## src/rtl/fixed_divide_seq.sv

```systemverilog
// Sequential signed Q-format divider: c = trunc((a << fractional_size) / b), one quotient bit per cycle.
// Define FIXED_DIVIDE_SAT_EN to clamp overflowing results; otherwise the low W bits wrap.
module fixed_divide_seq #(
    parameter int fractional_size = 12,
    parameter int operand_size    = 32
) (
    input  logic                    clk,
    input  logic                    rst_n,
    input  logic                    in_valid,
    output logic                    in_ready,
    input  logic [operand_size-1:0] a,
    input  logic [operand_size-1:0] b,
    output logic                    out_valid,
    input  logic                    out_ready,
    output logic [operand_size-1:0] c,
    output logic                    div_by_zero,
    output logic                    overflow
);
    localparam int W  = operand_size;
    localparam int F  = fractional_size;
    localparam int N  = W + F;
    localparam int CW = $clog2(N + 1);

    localparam logic [W-1:0] MAX_VAL = {1'b0, {(W-1){1'b1}}};
    localparam logic [W-1:0] MIN_VAL = {1'b1, {(W-1){1'b0}}};
    localparam logic [N-1:0] MIN_MAG = N'(1) << (W - 1);

    typedef enum logic [1:0] {IDLE, CALC, DONE} state_t;

    state_t         state_reg, state_next;
    logic [N-1:0]   dq_reg;
    logic [W-1:0]   rem_reg;
    logic [W-1:0]   div_reg;
    logic           sign_reg;
    logic [CW-1:0]  cnt_reg;
    logic [W-1:0]   c_reg;
    logic           dbz_reg;
    logic           ovf_reg;

    logic [W-1:0]   a_mag, b_mag;
    logic           b_zero;
    logic           last_step;
    logic [W:0]     rem_shift, diff;
    logic           q_bit;
    logic [W-1:0]   rem_step;
    logic [N-1:0]   dq_step;
    logic [N-1:0]   q_neg;
    logic           q_hi_nz;
    logic           ovf_result;
    logic [W-1:0]   wrap_result;
    logic [W-1:0]   c_result;

    assign a_mag     = a[W-1] ? (~a + W'(1)) : a;
    assign b_mag     = b[W-1] ? (~b + W'(1)) : b;
    assign b_zero    = (b == '0);
    assign last_step = (cnt_reg == CW'(N - 1));

    // dq_reg holds the unconsumed dividend bits on the left and the quotient bits built so far on the right.
    assign rem_shift = {rem_reg, dq_reg[N-1]};
    assign diff      = rem_shift - {1'b0, div_reg};
    assign q_bit     = ~diff[W];
    assign rem_step  = q_bit ? diff[W-1:0] : rem_shift[W-1:0];
    assign dq_step   = {dq_reg[N-2:0], q_bit};

    // The final quotient magnitude is dq_step on the last CALC cycle.
    assign q_neg       = ~dq_step + N'(1);
    assign q_hi_nz     = |dq_step[N-1:W-1];
    assign ovf_result  = sign_reg ? (q_hi_nz && (dq_step != MIN_MAG)) : q_hi_nz;
    assign wrap_result = sign_reg ? q_neg[W-1:0] : dq_step[W-1:0];

`ifdef FIXED_DIVIDE_SAT_EN
    assign c_result = ovf_result ? (sign_reg ? MIN_VAL : MAX_VAL) : wrap_result;
`else
    assign c_result = wrap_result;
`endif

    always_ff @(posedge clk) begin
        if (!rst_n) begin
            state_reg <= IDLE;
        end else begin
            state_reg <= state_next;
        end
    end

    always_comb begin
        state_next = state_reg;
        case (state_reg)
            IDLE: if (in_valid) state_next = b_zero ? DONE : CALC;
            CALC: if (last_step) state_next = DONE;
            DONE: if (out_ready) state_next = IDLE;
            default: state_next = IDLE;
        endcase
    end

    always_ff @(posedge clk) begin
        if (!rst_n) begin
            dq_reg   <= '0;
            rem_reg  <= '0;
            div_reg  <= '0;
            sign_reg <= 1'b0;
            cnt_reg  <= '0;
            c_reg    <= '0;
            dbz_reg  <= 1'b0;
            ovf_reg  <= 1'b0;
        end else begin
            case (state_reg)
                IDLE: begin
                    if (in_valid) begin
                        sign_reg <= a[W-1] ^ b[W-1];
                        div_reg  <= b_mag;
                        dq_reg   <= {a_mag, {F{1'b0}}};
                        rem_reg  <= '0;
                        cnt_reg  <= '0;
                        ovf_reg  <= 1'b0;
                        dbz_reg  <= b_zero;
                        if (b_zero) begin
                            c_reg <= a[W-1] ? MIN_VAL : MAX_VAL;
                        end
                    end
                end
                CALC: begin
                    dq_reg  <= dq_step;
                    rem_reg <= rem_step;
                    cnt_reg <= cnt_reg + CW'(1);
                    if (last_step) begin
                        c_reg   <= c_result;
                        ovf_reg <= ovf_result;
                        dbz_reg <= 1'b0;
                    end
                end
                default: ;
            endcase
        end
    end

    assign in_ready    = (state_reg == IDLE);
    assign out_valid   = (state_reg == DONE);
    assign c           = c_reg;
    assign div_by_zero = dbz_reg;
    assign overflow    = ovf_reg;

endmodule

```

## config.mk

```make
export PLATFORM = sky130hd
export DESIGN_NAME = fixed_divide_seq
export DESIGN_NICKNAME = d
export VERILOG_FILES = /design/src/rtl/fixed_divide_seq.sv
export SDC_FILE = /design/constraint.sdc
export NUM_CORES = 1
export LEC_CHECK = 0
export ABC_AREA = 1
export BUFFER_PORTS_ARGS = -buffer_cell sky130_fd_sc_hd__buf_2
export CAP_MARGIN = 10
export CORE_UTILIZATION = 30
export DETAILED_ROUTE_END_ITERATION = 7
export GPL_ROUTABILITY_DRIVEN = 0
export HOLD_SLACK_MARGIN = 0.05
export RECOVER_POWER = 25
export SLEW_MARGIN = 20
export SYNTH_ARGS = -nofsm -noshare
export SYNTH_HDL_FRONTEND = slang
export SYNTH_SLANG_ARGS = --single-unit
```

## constraint.sdc

```tcl
create_clock -name clk -period 6.4 [get_ports clk]
set_input_delay 0 -clock clk [delete_from_list [all_inputs] [get_ports clk]]
set_output_delay 0 -clock clk [all_outputs]
set_load 0.01 [all_outputs]
```

==> out/metrics.cfg, run 1 <==
[drt]
vias=11500
ant_nets=0
drt-vias-per-instance=5.09
routed_wl_um=32900
first_pass_iters=6
detail_route.wl_per_cell_um=14.5
drtIter0Drc=900
route.detailed.drc=0

[global_route]
grt_max_degree=74
grt_overflow=0
track_usage_pct=18.7
grt_antenna_before_repair=2
grt_pass1_wl_um=54100
grt_pass1_vias=10600

[sta]
setup-violations-final=0
tns_ns=0
period_needed_ns=4.63
rsz0062_at_grt=no
hold_violations=0
slew_violations=58
max_freq_mhz=216
max_slew_margin_pct=-79.2
skew_ns=0.00977
worst_hold_slack_ns=0.0551
fin_crit_sh_pct=72.3
tightest_slew_ns=2.69

[synth]
async_flop_share_pct=0
synth.most_common_cell=nand2_1
synth_commonest_cells=nand2_1, inv_1, nor2_1, a21oi_1, dfxtp_1
synth_nets=1766
synth.area.top_cells=dfxtp_1, nand2_1, a21oi_1
syn_inst=1661
postSynthAreaPerCell_um2=6.30
ys_ff_latch=151
yosysUniqueCellTypes=54
ys_warn_count=0
seq_area_frac_synth_pct=28.9
synth_top_area_share_pct=28.9
synth_edf_count=0
synth_top_cell_by_area=dfxtp_1
syn_area_um2=10500
synth_flop_cell=dfxtp_1

[critical_path]
cp-start-kind=flip-flop
critPathArrivalTime_ns=4.96
r2r_setup_slack_ns=1.77
crit_type=reg -> reg
path_max_fanout=57
cp-end-kind=flip-flop
r2r-end=c[5]
timing.rr.start=state_reg[0]
r2r.worst_path.cells=11
required_ns=6.73

[clock_tree]
ctsHoldBuffers=67
cts.sinks=151
ctsResizeCount=0
clockRootBuffer=clkbuf_16
cts-htree-levels=4
cts-buffers-inserted=17
cts_buffer_depth=2
cts_setup_buffers=0
clkLatencyLatePin_ns=0.43
clkTransAtPathRegs_ns=0.06
cts_tree=yes

[die]
design.die.area_um2=35600
core_area_um2=34500
fp.dieH_um=189
placementRows=68
start_util_pct=30.4
io_pins=104
die_x_um=189

[final_layout]
synthToLayoutAreaGrowth_pct=19.7
drive_above_1_share_pct=7.21
finish.utilization_pct=36.4
largest_reg_flops=44
final_net_count=1895
design_area_um2=12500

[placement]
placed_area_um2=11300
portBuffers=103
dp_hpwl_um=23400

[worst_hold_path]
hp-class=in -> reg
min_path_cells=5
min_to=dq_reg[13]
worstHoldStart=a[1]

[power]
leakage_nw=5.57
ir_worst_vdd_mv=0.330
fin_total_pwr_mw=4.73
power_density_nw_per_um2=378

[flow_run]
max-cap-violations=1

[run_status]
status=finished with violations
violations=capacitance limit, slew limit

## worst max path at each step
stage                       from  slack, ns    end
floorplan             dq_reg[43]       2.97  c[30]
detailed placement    dq_reg[43]       2.36  c[30]
CTS                   dq_reg[43]       2.32  c[24]
global placement      dq_reg[43]       2.42  c[30]
global route        state_reg[0]       1.44  c[14]
finish              state_reg[0]       1.77   c[5]
## layout make-up
class,count,area [um2]
inverters,215,811
repair buffers,178,1200
fillers,3684,21900
flip-flops and latches,151,3020
well taps,455,569
clock buffers,21,460
clock inverters,11,146
multi-input cells,1227,6310
diodes,2,5.00
## cells in the final DEF (no fill, tap or decap), drive strengths merged, types with 14 or more instances in the layout
cell type    Yosys  routed
nand3           92      92
inv            212     213
ha              36      36
o211ai          30      30
dfxtp          151     151
nor4            14      14
a21oi          166     166
nand2          368     368
a31oi           18      18
xor2            22      22
nand4           25      25
nor2           215     215
buf             24      74
clkbuf          44      58
dlygate4sd3      0      67
nor3            31      31
o21ai          109     109
xnor2           20      20
## worst max-delay path, stage by stage, from the launching register on
cell and delay [ns]:
dfxtp_1 0.39, nor2_1 0.15, nand2_1 0.06, buf_4 0.25, inv_1 0.18, clkbuf_1 1.93
nor2_1 0.30, o21bai_4 0.40, nor2_8 0.34, inv_1 0.24, o21ai_1 0.17, inv_1 0.04
## logic make-up after synthesis
family | after synthesis | share of synthesized area (%)
buf+inv | 283 | 10.8
compound gates | 386 | 21.1
flops | 151 | 28.9
simple gates | 762 | 31.3
xor+xnor | 42 | 3.52
fa+ha+maj | 37 | 4.50
## where the power goes
part	switching, mW	internal (mW)	total, mW
sequential	0.0974	1.06	1.16
combinational	1.69	0.841	2.53
clock	0.412	0.634	1.05
total	2.19	2.54	4.73
## routing by layer
layer | track usage [%] | part of all wire (%) | vias up
met5 | 0 | 0 | -
met1 | 23.7 | 45 | 5310
met4 | 7.69 | 3.3 | 0
met2 | 31.5 | 47 | 343
li1 | - | - | 5774
met3 | 2.89 | 4.6 | 70
## metrics by stage
step | setup WS (ns) | std cells
CTS | 2.32 | 2258
global placement | 2.42 | 2159
floorplan | 2.97 | 1661
global route | 1.44 | 2260
finish | 1.77 | 2260
detailed placement | 2.36 | 2159
Note: power is estimated with default switching activity, not from simulation.
==> inputs of run 2 (changes only) <==
==> constraint.sdc (replaced) <==
create_clock -name clk -period 4.8 [get_ports clk]
set_input_delay 0 -clock clk [delete_from_list [all_inputs] [get_ports clk]]
set_output_delay 0 -clock clk [all_outputs]
set_load 0.01 [all_outputs]
==> run 2 against run 1 <==
  * The flow now finishes without violations
  * Wire length is 0.71% higher
  * Clock power is 40% higher
  * Critical path depth is 18 higher
  * Sequential share of layout area is 0.11 points lower
  * Count of clock-buffer cells in the layout is 3 lower
  * First-iteration DRC count is 0.78% lower
  * Die area stayed put
  * Final cell count is 0.18% higher
  * Highest routed layer unchanged
==> out/metrics.cfg, run 2 (synthesized netlist as in run 1, its figures left out) <==
[critical_path]
required_ns=5.13
crit_type=reg -> reg
cpMaxStageDelayCell=fa_1
crit_top_cell=nand2_1
cp-end-kind=flip-flop
cp-start-kind=flip-flop
path_max_fanout=5
critPathArrivalTime_ns=4.20
cpPeakStageDelay_ns=0.41

[clock_tree]
cts_buffer_depth=2
cts_tree=yes
cts_setup_buffers=0
clockRootBuffer=clkbuf_16
cts.sinks=151
cts-htree-levels=4
clkLatencyLatePin_ns=0.44
ctsResizeCount=0
ctsHoldBuffers=64
cts-buffers-inserted=17
clkTransAtPathRegs_ns=0.06

[worst_hold_path]
hp-class=in -> reg

[placement]
portBuffers=103
dp_hpwl_um=23800

[sta]
period_needed_ns=3.88
max_slew_margin_pct=40.7
fin_crit_sh_pct=80.8
hold_violations=0
skew_ns=0.0132
setup-violations-final=0
tightest_slew_ns=0.890
max_freq_mhz=258
tns_ns=0
slew_violations=0
rsz0062_at_grt=no

[global_route]
grt_antenna_before_repair=5
track_usage_pct=18.7
grt_max_degree=64
grt_overflow=0
grt_pass1_vias=10700
grt_pass1_wl_um=54300

[die]
die_x_um=189
fp.dieH_um=189
placementRows=68
start_util_pct=30.4
io_pins=104
design.die.area_um2=35600
core_area_um2=34500

[drt]
drtIter0Drc=893
ant_nets=0
detail_route.wl_per_cell_um=14.6
routed_wl_um=33100
vias=11500
drt-vias-per-instance=5.08
route.detailed.drc=0
first_pass_iters=6

[flow_run]
max-cap-violations=0

[final_layout]
n_fill_cell=3722
synthToLayoutAreaGrowth_pct=20.3
multi_input_comb_area_um2=6310
seqCellArea_um2=3020
final_common_cell=nand2_1
finish.utilization_pct=36.5
mostFrequentLayoutCells=nand2_1, inv_1, nor2_1, a21oi_1, dfxtp_1
final_net_count=1896
largest_reg_flops=44
drive_above_1_share_pct=7.48

[power]
leakage_nw=5.60
ir_worst_vdd_mv=0.302
power_density_nw_per_um2=513

[run_status]
status=finished clean

## run 2: path summary, 6_finish.rpt
kind	startpoint	slack (ns)	to	cells past startpoint
hold reg to reg	c[6]	0.47	c[6]	2
setup reg to reg	dq_reg[43]	0.92	c[30]	29
hold / removal	a[1]	0.06	dq_reg[13]	5
setup / recovery	dq_reg[43]	0.92	c[30]	29
## run 2: through the flow
step	worst slack, ns	std cells	instance area, um2	hold WS, ns	power [mW]
finish	0.922	2264	12600	0.0637	6.45
global route	0.399	2264	12600	0.104	7.00
CTS	0.984	2258	12600	0.0564	6.43
detailed placement	1.03	2162	11300	0.265	4.90
global placement	1.06	2162	11300	0.259	4.88
floorplan	1.37	1661	10500	0.161	4.12
## run 2: routing by layer
layer  track usage (%)  share of wire (%)  wire [um]
met3              2.53                5.0       1640
met1              24.1                 45      14800
met2              31.3                 48      15700
met5                 0                  0          0
met4              7.79                2.8        930
## run 2: area by class of cell
class                           instances  share of cell area [%]
Multi-Input combinational cell       1227                    50.1
Sequential cell                       151                    24.0
Timing Repair Buffer                  179                    9.70
Inverter                              215                    6.44
Tap cell                              455                    4.52
Clock buffer                           18                    3.49
Clock inverter                         14                    1.58
Antenna cell                            5                  0.0994
## run 2: critical path: cells and delay by family, from the launching register on
kind                       cells  cell delay, ns
AOI/OAI and AO/OA              2            0.17
and+or+nand+nor               21            2.29
buffers and inverters          3            0.19
DFF                            1            0.35
adders and majority gates      3            0.77
## run 2: where the power goes
group          switching (mW)  internal, mW  leakage (nW)  total, mW
clock network           0.580         0.889         0.304       1.47
logic                    2.28          1.16          4.06       3.44
registers               0.132          1.42          1.23       1.55
total                    2.99          3.46          5.60       6.45
